[src/rtl/mips16_pkg.sv]
// Shared constants and helpers for the 16-bit MIPS datapath: widths,
// ALU opcode encodings and immediate sign extension.
package mips16_pkg;

  localparam int WIDTH   = 16;
  localparam int RADDR_W = 3;
  localparam int IMM_W   = 6;

  localparam logic [3:0] OP_ADD  = 4'b0000;
  localparam logic [3:0] OP_SUB  = 4'b0001;
  localparam logic [3:0] OP_ADDI = 4'b0010;
  localparam logic [3:0] OP_AND  = 4'b0011;
  localparam logic [3:0] OP_OR   = 4'b0100;
  localparam logic [3:0] OP_NOT  = 4'b0101;
  localparam logic [3:0] OP_SLL  = 4'b0110;
  localparam logic [3:0] OP_SRL  = 4'b0111;

  function automatic logic [WIDTH-1:0] sign_extend(input logic [IMM_W-1:0] imm);
    sign_extend = {{(WIDTH-IMM_W){imm[IMM_W-1]}}, imm};
  endfunction

endpackage

[src/rtl/id_ex_forward_mux.sv]
// Resolves one source operand against the EX, MEM and WB writeback
// candidates, in that priority order; register 0 always reads as zero.
module forward_mux
  import mips16_pkg::*;
(
  input  logic [RADDR_W-1:0] i_src,
  input  logic               i_ex_en,
  input  logic [RADDR_W-1:0] i_ex_rd,
  input  logic [WIDTH-1:0]   i_ex_data,
  input  logic               i_mem_en,
  input  logic [RADDR_W-1:0] i_mem_rd,
  input  logic [WIDTH-1:0]   i_mem_data,
  input  logic               i_wb_en,
  input  logic [RADDR_W-1:0] i_wb_rd,
  input  logic [WIDTH-1:0]   i_wb_data,
  input  logic [WIDTH-1:0]   i_rf_data,
  output logic [WIDTH-1:0]   o_operand
);

  logic w_srcNonZero;
  logic w_exHit;
  logic w_memHit;
  logic w_wbHit;

  assign w_srcNonZero = (i_src != '0);
  assign w_exHit      = w_srcNonZero & i_ex_en  & (i_ex_rd  == i_src);
  assign w_memHit     = w_srcNonZero & i_mem_en & (i_mem_rd == i_src);
  assign w_wbHit      = w_srcNonZero & i_wb_en  & (i_wb_rd  == i_src);

  always_comb begin
    o_operand = i_rf_data;
    if (!w_srcNonZero) begin
      o_operand = '0;
    end else if (w_exHit) begin
      o_operand = i_ex_data;
    end else if (w_memHit) begin
      o_operand = i_mem_data;
    end else if (w_wbHit) begin
      o_operand = i_wb_data;
    end
  end

endmodule

[src/rtl/id_ex_stage.sv]
// ID/EX pipeline register: forwards operands, sign-extends immediates and
// inserts a single bubble on load-use, honouring downstream stall and flush.
module id_ex_stage
  import mips16_pkg::*;
(
  input  logic               clock,
  input  logic               reset_n,
  input  logic               in_valid,
  output logic               in_ready,
  input  logic [3:0]         in_opcode,
  input  logic [RADDR_W-1:0] in_rs,
  input  logic [RADDR_W-1:0] in_rt,
  input  logic [RADDR_W-1:0] in_rd,
  input  logic [WIDTH-1:0]   in_rs_data,
  input  logic [WIDTH-1:0]   in_rt_data,
  input  logic [IMM_W-1:0]   in_imm,
  input  logic               in_use_imm,
  input  logic               in_reg_write,
  input  logic               in_is_load,
  input  logic [WIDTH-1:0]   alu_result,
  input  logic               mem_reg_write,
  input  logic [RADDR_W-1:0] mem_rd,
  input  logic [WIDTH-1:0]   mem_data,
  input  logic               wb_reg_write,
  input  logic [RADDR_W-1:0] wb_rd,
  input  logic [WIDTH-1:0]   wb_data,
  input  logic               ex_stall,
  input  logic               flush,
  output logic [WIDTH-1:0]   A,
  output logic [WIDTH-1:0]   B,
  output logic [3:0]         opcode,
  output logic               out_valid,
  output logic [RADDR_W-1:0] out_rd,
  output logic               out_reg_write,
  output logic               out_is_load,
  output logic               hazard
);

  logic [WIDTH-1:0]   r_a;
  logic [WIDTH-1:0]   r_b;
  logic [3:0]         r_opcode;
  logic               r_valid;
  logic [RADDR_W-1:0] r_rd;
  logic               r_regWrite;
  logic               r_isLoad;

  logic               w_exFwdEn;
  logic               w_hazard;
  logic [WIDTH-1:0]   w_rsOperand;
  logic [WIDTH-1:0]   w_rtOperand;
  logic [WIDTH-1:0]   w_bOperand;

  // A held load cannot forward from EX: its alu_result is the address, not the data.
  assign w_exFwdEn = r_valid & r_regWrite & ~r_isLoad;

  assign w_hazard = in_valid & r_valid & r_isLoad & (r_rd != '0) &
                    ((r_rd == in_rs) | (~in_use_imm & (r_rd == in_rt)));

  assign hazard   = w_hazard;
  assign in_ready = ~ex_stall & ~w_hazard;

  forward_mux u_fwdRs (
    .i_src      (in_rs),
    .i_ex_en    (w_exFwdEn),
    .i_ex_rd    (r_rd),
    .i_ex_data  (alu_result),
    .i_mem_en   (mem_reg_write),
    .i_mem_rd   (mem_rd),
    .i_mem_data (mem_data),
    .i_wb_en    (wb_reg_write),
    .i_wb_rd    (wb_rd),
    .i_wb_data  (wb_data),
    .i_rf_data  (in_rs_data),
    .o_operand  (w_rsOperand)
  );

  forward_mux u_fwdRt (
    .i_src      (in_rt),
    .i_ex_en    (w_exFwdEn),
    .i_ex_rd    (r_rd),
    .i_ex_data  (alu_result),
    .i_mem_en   (mem_reg_write),
    .i_mem_rd   (mem_rd),
    .i_mem_data (mem_data),
    .i_wb_en    (wb_reg_write),
    .i_wb_rd    (wb_rd),
    .i_wb_data  (wb_data),
    .i_rf_data  (in_rt_data),
    .o_operand  (w_rtOperand)
  );

  assign w_bOperand = in_use_imm ? sign_extend(in_imm) : w_rtOperand;

  // Bubbles and invalid slots clear only the tags; operand registers keep their last value.
  always_ff @(posedge clock) begin
    if (!reset_n) begin
      r_a        <= '0;
      r_b        <= '0;
      r_opcode   <= 4'b0000;
      r_valid    <= 1'b0;
      r_rd       <= '0;
      r_regWrite <= 1'b0;
      r_isLoad   <= 1'b0;
    end else if (flush) begin
      r_valid    <= 1'b0;
      r_regWrite <= 1'b0;
      r_isLoad   <= 1'b0;
    end else if (!ex_stall) begin
      if (w_hazard) begin
        r_valid    <= 1'b0;
        r_regWrite <= 1'b0;
        r_isLoad   <= 1'b0;
      end else begin
        r_valid    <= in_valid;
        r_regWrite <= in_valid & in_reg_write;
        r_isLoad   <= in_valid & in_is_load;
        if (in_valid) begin
          r_a      <= w_rsOperand;
          r_b      <= w_bOperand;
          r_opcode <= in_opcode;
          r_rd     <= in_rd;
        end
      end
    end
  end

  assign A             = r_a;
  assign B             = r_b;
  assign opcode        = r_opcode;
  assign out_valid     = r_valid;
  assign out_rd        = r_rd;
  assign out_reg_write = r_regWrite;
  assign out_is_load   = r_isLoad;

endmodule

[config.mk]
export PLATFORM = sky130hd
export DESIGN_NAME = id_ex_stage
export DESIGN_NICKNAME = d
export VERILOG_FILES = /design/src/rtl/mips16_pkg.sv /design/src/rtl/id_ex_forward_mux.sv /design/src/rtl/id_ex_stage.sv
export SDC_FILE = /design/constraint.sdc
export NUM_CORES = 1
export LEC_CHECK = 0
export CAP_MARGIN = 5
export CORE_ASPECT_RATIO = 1.5
export CORE_UTILIZATION = 39
export DETAILED_ROUTE_END_ITERATION = 8
export PLACE_DENSITY = 0.82
export RECOVER_POWER = 100
export SLEW_MARGIN = 20
export SYNTH_ARGS = -nofsm -noshare
export SYNTH_HDL_FRONTEND = slang
export SYNTH_SLANG_ARGS = --single-unit
[constraint.sdc]
create_clock -name clock -period 2.2 [get_ports clock]
set_input_delay 0.33 -clock clock [delete_from_list [all_inputs] [get_ports clock]]
set_output_delay 0.33 -clock clock [all_outputs]
set_load 0.01 [all_outputs]
# Word-level counts from Yosys, hierarchy flattened
# Index checks and enable logic that the tools add are counted.
op_classes:
  magnitude_cmp: 0
  n_mux: 12
  n_reduce_logical: 5
  n_mul: 0
  add_sub_neg: 0
  eq_ne: 6
  shifts: 0
  bitwise: 29
  n_div: 0
ops:
  columns: ["operator", "count"]
  rows:
  - ["$mux W16", 9]
  - ["$and A1 B1 Y1", 22]
  - ["$eq A3 B3 Y1", 6]
  - ["$reduce_bool A3 Y1", 3]
  - ["$not A1 Y1", 6]
  - ["$reduce_and A4 Y1", 1]
  - ["$mux W1", 3]
  - ["$reduce_or A2 Y1", 1]
  - ["$or A1 B1 Y1", 1]
totals:
  ram_bits: 0
  latchBits: 0
  inputBits: 115
  wordCells: 59
  mem_count: 0
  output_inout_bits: 44
  ff_bits: 42
  romBits: 0

# Logic depth before layout (Yosys ltp)
# Gate-level depths: netlist of run 1.
logic_depth:
  depth_word: 8
  depth_mapped: 8
  mapped_depth_nobuf: 6

# Modules after synthesis
# From an unflattened synthesis of run 1, not the netlist that was laid out.
unflattened:
  hier_cells: 455
  area_unflattened_um2: 3786.1
modules_own_cells:
  columns: ["module", "area_per_inst_um2", "instances", "seq_area_each_um2", "cells_each"]
  rows:
  - ["id_ex_stage", 1906.8, 1, 840.8, 209]
  - ["forward_mux", 939.7, 2, 0.0, 123]

# Worst setup path before layout of run 1
# OpenSTA, ideal clock, no wires.
synth_path:
  path_kind: "input to register"
  startpoint: "input port in_rs[1]"
  endpoint: "register r_a[10] (netlist: A[10])"
  cell_stages: 8
  setup_ps: 128
  slack_ps: 214
  path_buffers: 2
  required_time_ps: 2072
  arrival_ps: 1859
  path_cell_list: "buf_6 or3b_1 a211oi_2 o211ai_4 buf_6 mux2_4 mux2i_1 o21ai_1"
synth_between:
  elab_chain_cells: 7
  word_cells_on_any_way: 18
  classes_between: "eq/ne: 3; mux: 4; bitwise: 9; reduce/logical: 2"
synth_lines:
  columns: ["item", "line", "rtl"]
  rows:
  - ["start, declared", "id_ex_stage.sv:11", "input logic [RADDR_W-1:0] in_rs,"]
  - ["$reduce_bool A3 Y1", "id_ex_forward_mux.sv:25", "assign w_srcNonZero = (i_src != '0);"]
  - ["$and A1 B1 Y1 (2 in a row)", "id_ex_forward_mux.sv:28", "assign w_wbHit = w_srcNonZero & i_wb_en & (i_wb_rd == i_src);"]
  - ["$mux W16", "id_ex_forward_mux.sv:38", "end else if (w_wbHit) begin"]
  - ["$mux W16", "id_ex_forward_mux.sv:36", "end else if (w_memHit) begin"]
  - ["$mux W16", "id_ex_forward_mux.sv:34", "end else if (w_exHit) begin"]
  - ["$mux W16", "id_ex_forward_mux.sv:32", "if (!w_srcNonZero) begin"]
  - ["end signal, assigned", "id_ex_stage.sv:118", "r_a <= w_rsOperand;"]
  - ["end, declared", "id_ex_stage.sv:39", "logic [WIDTH-1:0] r_a;"]
# Several ways; a longest one is shown, not always the timed one.
# A chain may end at the register's enable or synchronous reset.

# Final worst setup path of run 1
layout_path:
  startpoint: "input port in_rt[1]"
  endpoint: "register r_b[12] (netlist: B[12])"
layout_between:
  elab_chain_cells: 8
  word_cells_on_any_way: 20
  classes_between: "eq/ne: 3; mux: 5; bitwise: 10; reduce/logical: 2"
layout_lines:
  columns: ["item", "line", "rtl"]
  rows:
  - ["start, declared", "id_ex_stage.sv:12", "input logic [RADDR_W-1:0] in_rt,"]
  - ["$reduce_bool A3 Y1", "id_ex_forward_mux.sv:25", null]
  - ["$and A1 B1 Y1 (2 in a row)", "id_ex_forward_mux.sv:28", null]
  - ["$mux W16", "id_ex_forward_mux.sv:38", null]
  - ["$mux W16", "id_ex_forward_mux.sv:36", null]
  - ["$mux W16", "id_ex_forward_mux.sv:34", null]
  - ["$mux W16", "id_ex_forward_mux.sv:32", null]
  - ["$mux W16", "id_ex_stage.sv:92", "assign w_bOperand = in_use_imm ? sign_extend(in_imm) : w_rtOperand;"]
  - ["end signal, assigned", "id_ex_stage.sv:119", "r_b <= w_bOperand;"]
  - ["end, declared", "id_ex_stage.sv:40", "logic [WIDTH-1:0] r_b;"]
# Several ways; a longest one is shown, not always the timed one.

==> results of run 1 <==
-- area by class of cell --
class | count | area [um^2] | area share
clock buffers | 5 | 68.8 | 0.0139
repair buffers | 197 | 2020 | 0.406
multi-input cells | 245 | 1890 | 0.381
inverters | 2 | 7.51 | 0.00151
clock inverters | 3 | 40.0 | 0.00806
well taps | 78 | 97.6 | 0.0197
flip-flops and latches | 42 | 841 | 0.169
-- cell usage in the layout (no fill, tap or decap), types with 6 or more instances in the layout --
| cell | synthesis | layout |
|---|---|---|
| mux2i_1 | 39 | 39 |
| buf_4 | 5 | 29 |
| dfxtp_1 | 42 | 42 |
| clkdlybuf4s50_1 | 0 | 113 |
| buf_12 | 0 | 8 |
| mux2_2 | 6 | 6 |
| o21ai_0 | 6 | 6 |
| dlygate4sd3_1 | 0 | 39 |
| nor2_1 | 21 | 20 |
| a211o_1 | 11 | 11 |
| o21ai_1 | 10 | 10 |
| a22oi_1 | 16 | 16 |
| nand3_1 | 8 | 8 |
| nor2b_1 | 7 | 7 |
| a221oi_1 | 9 | 9 |
| mux2_4 | 10 | 10 |
| nand2_1 | 25 | 25 |
| xor2_1 | 10 | 10 |
| a21oi_1 | 15 | 15 |
-- cell families after synthesis --
kind of cell	count (synthesis)
xor+xnor	15
simple gates	81
flops	42
compound gates	94
buf+inv	25
mux	55
-- metrics by stage --
stage,area [um^2],hold WS [ns]
final,4970,0.481
after global routing,4970,0.495
after CTS,4890,0.486
after detailed placement,4770,0.474
after global placement,4770,0.463
after floorplan,2840,0.461
-- layer usage --
layer / vias up / routed length, um
met3: 22 / 874
met1: 1541 / 3900
li1: 1538 / -
met5: - / 0
met4: 0 / 265
met2: 158 / 5830
-- sequential cells by signal (all words and copies together), names as in the netlist --
register       cells
out_valid          1
out_rd             3
opcode             4
out_is_load        1
out_reg_write      1
B                 16
A                 16
-- worst paths after layout --
| path | to | cells after the start |
|---|---|---|
| worst max-delay path | B[12] | 9 |
| worst min-delay path | B[5] | 2 |
| worst max register to register | B[1] | 6 |
| worst min register to register | B[5] | 2 |
-- power breakdown --
part,internal (mW),switching [mW]
Combinational,0.396,0.246
Sequential,0.791,0.0206
Clock,0.334,0.274
Total,1.52,0.541
-- tightest hold or removal path, stage by stage, from the launching register on --
cell and delay [ns]:
dfxtp_1 0.32, nand2_1 0.05, a221oi_1 0.07
-- what timing repair did --
| action | CTS | global route |
|---|---|---|
| hold buffers | 0 | 0 |
| gates cloned | 0 | 2 |
| endpoints found under the setup margin | 5 | 32 |
| resized for setup | 6 | 8 |
| pin swaps | 1 | 3 |
-- synth_stat cells (all sizes together) (3+ instances only) --
library cell	count	area (um^2)
a211o	11	96.3
a21oi	15	75.1
a221oi	11	109
a22oi	16	120
a32o	5	50.1
buf	12	93.8
clkbuf	11	41.3
dfxtp	42	841
mux2	16	218
mux2i	39	390
nand2	25	93.8
nand2b	3	18.8
nand3	8	40.0
nor2	22	90.1
nor2b	7	43.8
nor3	4	20.0
o21ai	18	97.6
o22a	5	43.8
o2bb2ai	5	43.8
xnor2	5	43.8
xor2	10	87.6
==> metrics.csv, run 1 <==
metric,value,unit
run_status,"complete, but fails checks",
violations,setup timing,
grt.total_usage,0.262,
arrival,2.40,ns
reg2reg_from,out_rd[1],
worst_clock_skew,0.0141,ns
synthCells,312,
post-layout-total-power,2.06,mW
synth-seq-area-share,0.296,
criticalPathCategory,input pin to flop,
synth-xor-area-share,0.0462,
routabilityCongestion,0.895,
synth_cell_types,48,
fillers,544,
setup.worst_path.start,in_rt[1],
hpwl,8160,um
gr-usage-met3,0.0692,
synth.yosys.warnings,0,
dieArea,0.00764,mm^2
drv_slew,0,
die_height,107,um
total_leakage_power,2.21,nW
power_density,415,mW/mm^2
synth_flop_cell,dfxtp_1,
port-buffer-count,158,
global_route.usage.met2,0.500,
grt_antenna_before_repair,0,
achievable_clock_frequency,454,MHz
cp_max_fo,8,
cp_cell_sequence,clkdlybuf4s50_1 -> buf_4 -> xor2_1 -> nor3_1 -> and3_4 -> buf_12 -> mux2i_1 -> a211o_1 -> a221oi_1,
cts.sink_count,42,
worst_path_dominant_cell_family,buffers and inverters,
clock_pin_slew_on_the_worst_setup_and_hold_paths,0.09,ns
max_slew.worst_pin.slew,0.500,ns
cpMaxStageDelayCell,clkdlybuf4s50_1,
finish.cell_count_without_fillers,572,
first_global_vias,3215,
nNetsFinal,608,
starting_density_of_the_core,0.409,
grt.met1_usage,0.277,
multiplexer_area_fraction_after_synthesis,0.214,
post_synth_and_or_nand_nor_area_fraction,0.139,
ant_nets,0,
postCtsSetupBuffers,0,
drc_violations,0,
cp_data_required_time,2.40,ns
first_iter_violations,216,
root_buffer,clkbuf_8,
dr_total_vias,3259,
report.final.hold_viol_count,0,
cp-start-kind,input pin,
setup_viol,1,
placed_cells_incl_taps,562,
final_core_util,0.715,
synth_enable_flop_cells,0,
synth_nets,427,
fin_crit,2.20,ns
dominant_combinational_cell_family_by_area_after_synthesis,compound AO/OA/AOI/OAI gates,
avgRoutedWirePerCell,19.0,um
globalRouteOverflowTotal,0,
cts_buffers,5,
num_io_pins,159,
final.setup.tns,-0.00268,ns
die-width,71.7,um
drive_above_1_share,0.160,
max-slew-margin-rel,0.666,
min-delay-start,B[5],
core_footprint,0.00694,mm^2
postSynthRegisterBits,42,
cap_viol_max_count,0,
area_delta_synth_final,74.8,%
netlist_area,0.00284,mm^2
synth_area_per_cell,9.11,um^2
globalRoute.busiestLayer,met2,
drt_wl_total,10900,um
critical_path.max_stage_delay,0.47,ns
period_share,1.00,
grt_first_pass_wirelength,15800,um
clk_lat_worst_skew,0.30,ns
synthArstFlopShare,0,
rrSetupSlack,0.12,ns
peakVddDrop,0.490,mV
worst_hold_path_type,flop to flop,
drt_pass1_iterations,5,
critPathCaptureType,flop,
post_synth_adder_cell_area,0,
rsz0062_at_grt,true,
synth_compound_gate_area_share,0.255,
antenna_cells,0,
h_tree_levels,2,
grt_max_degree,23,
detailedPlace.worstSlack,-0.323,ns
final_critical_path_setup_slack,-0.00268,ns
vias_per_cell,5.70,
tritoncts,yes,
placement_rows,37,
worst-path-buf-inv,3,
cts.path.max_buffers,2,
Power figures use the tool's default switching activity.
==> inputs of run 2 (changes only) <==
--- a/config.mk
+++ b/config.mk
@@ -5,9 +5,11 @@
 export SDC_FILE = /design/constraint.sdc
 export NUM_CORES = 1
 export LEC_CHECK = 0
+export ABC_CLOCK_PERIOD_IN_PS = 2200
 export CAP_MARGIN = 5
 export CORE_ASPECT_RATIO = 1.5
 export CORE_UTILIZATION = 39
+export CTS_CLUSTER_SIZE = 30
 export DETAILED_ROUTE_END_ITERATION = 8
 export PLACE_DENSITY = 0.82
 export RECOVER_POWER = 100
==> results of run 2 <==
Final layout, timing and power as in run 1 (identical DEF).
